**src/rtl/ram_port_arbiter.sv**
```systemverilog
// Shares one single-port, 1-cycle-latency word RAM between instruction fetch and load/store.
// Partial stores become a read-modify-write pair: read the word, then write the merged word.
module ram_port_arbiter #(
    parameter int SIZE        = 512,
    parameter bit ROUND_ROBIN = 1'b1
) (
    input  logic        clk,
    input  logic        rst_n,
    input  logic        i_req,
    input  logic [31:0] i_addr,
    output logic        i_gnt,
    output logic        i_rvalid,
    output logic [31:0] i_rdata,
    input  logic        d_req,
    input  logic [31:0] d_addr,
    input  logic [3:0]  d_we,
    input  logic [31:0] d_wdata,
    output logic        d_gnt,
    output logic        d_rvalid,
    output logic [31:0] d_rdata,
    output logic [31:0] ram_addr,
    output logic [31:0] ram_wdata,
    output logic [3:0]  ram_we,
    input  logic [31:0] ram_rdata
);

    typedef enum logic [0:0] {
        ST_IDLE  = 1'b0,
        ST_MERGE = 1'b1
    } state_e;

    localparam logic GRANT_INSTR = 1'b0;
    localparam logic GRANT_DATA  = 1'b1;

    if (SIZE < 1) begin : g_size_invalid
    end

    // Per byte lane: take the store byte where enabled, otherwise keep the byte just read.
    function automatic logic [31:0] merge_bytes(input logic [31:0] old_word,
                                                input logic [31:0] new_word,
                                                input logic [3:0]  lane_en);
        logic [31:0] merged;
        merged = old_word;
        for (int b = 0; b < 4; b++) begin
            if (lane_en[b]) begin
                merged[8*b +: 8] = new_word[8*b +: 8];
            end else begin
                merged[8*b +: 8] = old_word[8*b +: 8];
            end
        end
        return merged;
    endfunction

    state_e      state_q, state_d;
    logic        last_grant_q, last_grant_d;
    logic        i_rvalid_q, i_rvalid_d;
    logic        d_rvalid_q, d_rvalid_d;
    logic [31:0] merge_addr_q, merge_addr_d;

    logic        d_read_s, d_full_s, d_part_s;
    logic        d_win_s, i_win_s;
    logic [31:0] i_word_s, d_word_s;
    logic        i_gnt_s, d_gnt_s;
    logic [31:0] ram_addr_s, ram_wdata_s;
    logic [3:0]  ram_we_s;
    logic        unused_addr_bits_s;

    assign i_word_s = {2'b00, i_addr[31:2]};
    assign d_word_s = {2'b00, d_addr[31:2]};
    assign unused_addr_bits_s = ^{i_addr[1:0], d_addr[1:0]};

    assign d_read_s = (d_we == 4'h0);
    assign d_full_s = (d_we == 4'hF);
    assign d_part_s = !d_read_s && !d_full_s;

    // Data wins when alone, when ties always favour it, or when instr was granted last.
    assign d_win_s = d_req && (!i_req || (ROUND_ROBIN == 1'b0) || (last_grant_q == GRANT_INSTR));
    assign i_win_s = i_req && !d_win_s;

    // State register and registered read-valid strobes.
    always_ff @(posedge clk or negedge rst_n) begin
        if (!rst_n) begin
            state_q      <= ST_IDLE;
            last_grant_q <= GRANT_INSTR;
            i_rvalid_q   <= 1'b0;
            d_rvalid_q   <= 1'b0;
            merge_addr_q <= 32'h0000_0000;
        end else begin
            state_q      <= state_d;
            last_grant_q <= last_grant_d;
            i_rvalid_q   <= i_rvalid_d;
            d_rvalid_q   <= d_rvalid_d;
            merge_addr_q <= merge_addr_d;
        end
    end

    // Next-state, fairness pointer and read-valid computation.
    always_comb begin
        state_d      = state_q;
        last_grant_d = last_grant_q;
        i_rvalid_d   = 1'b0;
        d_rvalid_d   = 1'b0;
        merge_addr_d = merge_addr_q;
        case (state_q)
            ST_IDLE: begin
                if (d_win_s) begin
                    last_grant_d = GRANT_DATA;
                    merge_addr_d = d_word_s;
                    if (d_read_s) begin
                        d_rvalid_d = 1'b1;
                        state_d    = ST_IDLE;
                    end else if (d_part_s) begin
                        state_d = ST_MERGE;
                    end else begin
                        state_d = ST_IDLE;
                    end
                end else if (i_win_s) begin
                    last_grant_d = GRANT_INSTR;
                    i_rvalid_d   = 1'b1;
                    state_d      = ST_IDLE;
                end else begin
                    state_d = ST_IDLE;
                end
            end
            ST_MERGE: begin
                state_d = ST_IDLE;
            end
            default: begin
                state_d = ST_IDLE;
            end
        endcase
    end

    // Grants and RAM command for the current cycle.
    always_comb begin
        i_gnt_s     = 1'b0;
        d_gnt_s     = 1'b0;
        ram_addr_s  = i_word_s;
        ram_wdata_s = d_wdata;
        ram_we_s    = 4'h0;
        case (state_q)
            ST_IDLE: begin
                if (d_win_s) begin
                    ram_addr_s = d_word_s;
                    if (d_read_s) begin
                        d_gnt_s = 1'b1;
                    end else if (d_full_s) begin
                        d_gnt_s  = 1'b1;
                        ram_we_s = 4'hF;
                    end else begin
                        d_gnt_s  = 1'b0;
                        ram_we_s = 4'h0;
                    end
                end else if (i_win_s) begin
                    i_gnt_s    = 1'b1;
                    ram_addr_s = i_word_s;
                end else begin
                    ram_addr_s = i_word_s;
                end
            end
            ST_MERGE: begin
                ram_addr_s  = merge_addr_q;
                ram_wdata_s = merge_bytes(ram_rdata, d_wdata, d_we);
                ram_we_s    = 4'hF;
                d_gnt_s     = d_req;
            end
            default: begin
                ram_we_s = 4'h0;
            end
        endcase
    end

    // Reset must block any grant or write even before the state flops settle.
    assign i_gnt     = i_gnt_s & rst_n;
    assign d_gnt     = d_gnt_s & rst_n;
    assign ram_we    = rst_n ? ram_we_s : 4'h0;
    assign ram_addr  = ram_addr_s;
    assign ram_wdata = ram_wdata_s;
    assign i_rvalid  = i_rvalid_q;
    assign d_rvalid  = d_rvalid_q;
    assign i_rdata   = ram_rdata;
    assign d_rdata   = ram_rdata;

endmodule

```
**config.mk**
```make
export PLATFORM = sky130hd
export DESIGN_NAME = ram_port_arbiter
export DESIGN_NICKNAME = d
export VERILOG_FILES = /design/src/rtl/ram_port_arbiter.sv
export SDC_FILE = /design/constraint.sdc
export NUM_CORES = 1
export LEC_CHECK = 0
export CORE_AREA = 2 2 106 108
export CTS_CLUSTER_SIZE = 40
export DETAILED_ROUTE_END_ITERATION = 12
export DIE_AREA = 0 0 108 110
export GPL_TIMING_DRIVEN = 0
export PLACE_DENSITY_LB_ADDON = 0.15
export SLEW_MARGIN = 15
export SYNTH_ARGS = -nofsm -noshare
export SYNTH_HDL_FRONTEND = slang
export SYNTH_SLANG_ARGS = --single-unit
```
**constraint.sdc**
```tcl
create_clock -name clk -period 1.8 [get_ports clk]
set_clock_uncertainty 0.2 [all_clocks]
set_input_delay 0.36 -clock clk [delete_from_list [all_inputs] [get_ports clk]]
set_output_delay 0.36 -clock clk [all_outputs]
set_load 0.02 [all_outputs]
```
==> summary.md <==
| Metric | Value |
|---|---|
| Vias | `3257` |
| Crit path DAT | `1.68 ns` |
| Port Buffers | `approximately 270` |
| CP Launch Type | `register` |
| Hold-critical path depth | `1` |
| Io pins | `272` |
| R2R Path End | `merge_addr_q[27]` |
| Setup Viol. Count Final | `68` |
| DP Area | `between 5000 and 6000 um2` |
| CTS root buf | `clkbuf_8` |
| Critical Path Fanout Max | `8` |
| Critical path launch point | `state_q` |
| P_int | `2.83 mW` |
| Clock sinks | `34` |
| Area Overhead vs Synth | `133%` |
| Reg-to-Reg Start | `state_q` |
| Crit-path cells | `and2b_4 > buf_8 > and3_4 > a221o_1 > buf_6` |
| Nets | `718` |
| Worst R2R Setup Slack | `between 0.1 and 0.15 ns` |
| Hpwl dp | `9710 um` |
| Final Slew Violations | `0` |
| CTS H-tree lvls | `2` |
| Average cell area after synthesis | `roughly 10 um2` |
| Combinational share of power | `about 62%` |
| Max IR drop VDD | `between 0.4 and 0.5 mV` |
| Clock power share | `13.1%` |
| Synth Flop Type | `dfrtp_1` |
| Total Routing Usage GR | `19.5%` |
| Most frequent cells after synthesis | `69 x buf_4, 34 x dfrtp_1, 32 x and3_1, 32 x mux2_2` |
| Reg2reg path depth | `4` |
| Max Cap Viol | `0` |
| Total Die Area | `11900 um2` |
| Asr flop ratio synth | `100%` |
| Hold Slack | `0.283 ns` |
| Seq pwr share | `24.8%` |
| Status | `complete, but fails checks` |
| Filler cells | `954` |
| Final hold violation count | `0` |
| Setup WS post-layout | `-0.444 ns` |
| Final Critical Period | `2.24 ns` |
| Drt pass-1 iters | `4` |
| Hold Path Class | `reg -> reg` |
| GP Congestion | `0.716` |
| Final Power | `between 4 and 5 mW` |
| Initial Util | `25.1%` |
| CP required | `approximately 1.2 ns` |
| Cell area after layout | `6270 um2` |
| Delay of the slowest critical-path stage | `0.40 ns` |
| Max Clk Rate | `446 MHz` |
| Num CTS Buffers | `5` |
| Net Sw Frac | `36.8%` |
| Top cell type's share of synthesized area | `31.7%` |
| Unique masters post-synth | `22` |
| Unrepaired setup endpoints after global routing | `true` |
| Cells after DPL | `674` |
| Largest net degree at the start of global routing | `30` |
| Vias in the first global route | `3156` |
| Residual DRC | `0` |
| Leak Pwr | `roughly 3.3 nW` |
| Most frequent cell after synthesis | `buf_4` |
| Initial antenna violation count | `3` |
| Ys Warns | `0` |
| CP Class | `reg -> out` |
| Cell row count | `38` |
| Failing checks | `negative setup slack` |
| CP max stage cell | `dfrtp_1` |
| Pwr per Cell Area | `715 nW/um2` |
| DRT antenna net count | `0` |
| Fin crit share | `125%` |
| Finished Layout Cells | `between 700 and 800` |
| CTS Buffer Depth | `2` |
| Floorplan die width | `between 100 and 150 um` |
| CORE AREA | `~11000 um2` |
| Post-synth top area cell | `dfrtp_1` |
| Layout cells sized above 1 | `58.1%` |
| Placement Setup Slack | `-1.22 ns` |
| Die Height | `110 um` |
| Post-synthesis register bit count | `34` |
| Sw power | `roughly 1.6 mW` |
| Wirelength per Cell | `18.0 um` |
| Synth area leaders | `dfrtp_1 32%, buf_4 19%, mux2_2 13%` |
| GR Overflow Total | `0` |
| CTS tree | `done` |
| Register clock-pin slew on the reported worst setup and hold paths | `0.08 ns` |
| Worst-skew pair later-pin latency | `0.28 ns` |
| Seq/Total Area, Yosys | `31.7%` |
| Vias/cell | `4.49` |
| First-pass GRT wire length | `17700 um` |
| EDFF count, synth | `0` |
| Drt initial violations | `102` |
| Critical path endpoint category | `output port` |
| Crit path capture | `ram_addr[11]` |
| Syn Std Cell Area | `2690 um2` |
| Final WL | `13100 um` |
| Post-Syn Instances | `roughly 270` |
layout make-up:
cell class | count | area [um2] | area share (%)
buffer | 85 | 671 | 10.7
antenna | 2 | 5.00 | 0.0799
tap | 140 | 175 | 2.79
timing repair buffer | 311 | 2940 | 46.9
clock buffer | 6 | 72.6 | 1.16
multi-input combinational | 143 | 1540 | 24.5
sequential | 34 | 851 | 13.6
inverter | 2 | 7.51 | 0.120
clock inverter | 2 | 13.8 | 0.220
through the flow:
step | util (%) | setup TNS (ns)
floorplan | - | -0.0305
global route | 58.5 | -29.65
finish | 58.6 | -24.82
global placement | 52.1 | -130.15
CTS | 56.0 | -24.70
detailed placement | 52.2 | -99.13
cell usage in the layout (no fill, tap or decap), types with 2 or more instances in the layout:
| cell type | count |
|---|---|
| clkdlybuf4s50_1 | 116 |
| buf_4 | 97 |
| buf_6 | 89 |
| buf_2 | 52 |
| dfrtp_1 | 34 |
| mux2_4 | 32 |
| and3_4 | 31 |
| a221o_1 | 30 |
| a21o_1 | 30 |
| dlygate4sd2_1 | 15 |
| clkdlybuf4s15_2 | 11 |
| clkbuf_8 | 5 |
| dlymetal6s2s_1 | 4 |
| nand2b_4 | 3 |
| diode_2 | 2 |
| buf_8 | 2 |
| clkbuf_2 | 2 |
| clkbuf_4 | 2 |
| nor2_1 | 2 |
| conb_1 | 2 |
| buf_12 | 2 |
| dlygate4sd3_1 | 2 |
timing repair:
item                                   4_1_cts  5_1_grt
hold buffers                                 3        0
cloned                                       1        2
setup endpoints to repair                  133      113
endpoints found under the hold margin       34        0
pin swaps                                    6       32
buffers inserted                            16       23
gates resized for setup                    630      140
critical path, delay by kind of cell (launching register included):
family,cells,cell delay (ns)
AOI/OAI and AO/OA,1,0.29
buffers and inverters,2,0.29
DFF,1,0.40
and+or+nand+nor,2,0.42
power by group through the flow:
stage	clock [mW]	combinational, mW	sequential [mW]
floorplan	0	1.27	1.09
finish	0.589	2.78	1.11
detailed placement	0	2.39	1.12
CTS	0.599	2.57	1.11
global placement	0	2.37	1.11
global route	0.638	2.94	1.14
how the worst min path moves through the flow:
stage	start	endpoint	slack, ns
CTS	merge_addr_q[1]	merge_addr_q[1]	0.28
global route	merge_addr_q[26]	merge_addr_q[26]	0.29
floorplan	rst_n	d_rvalid	-0.14
detailed placement	rst_n	merge_addr_q[4]	0.01
global placement	merge_addr_q[18]	merge_addr_q[18]	0.26
finish	merge_addr_q[1]	merge_addr_q[1]	0.28
routing by layer:
layer	global-route usage (%)	up-vias	share of wire, %
met2	34.7	147	50
met3	8.64	9	11
met1	22.0	1548	38
met5	0	-	0
li1	-	1553	-
met4	3.02	0	0.65
state kept, by name (all words and copies together) (netlist names):
signal and cells:
i_rvalid 1, d_rvalid 1, state_q 1, last_grant_q 1
merge_addr_q 30
kinds of logic after synthesis:
| logic type | after synthesis | share of synthesized area [%] |
|---|---|---|
| AO/OA/AOI/OAI | 64 | 20.9 |
| buffers and inverters | 91 | 23.7 |
| flip-flops | 34 | 31.7 |
| multiplexers | 32 | 13.4 |
| other | 1 | 0.140 |
| AND/OR/NAND/NOR | 45 | 10.2 |
Note: power is estimated with default switching activity, not from simulation.
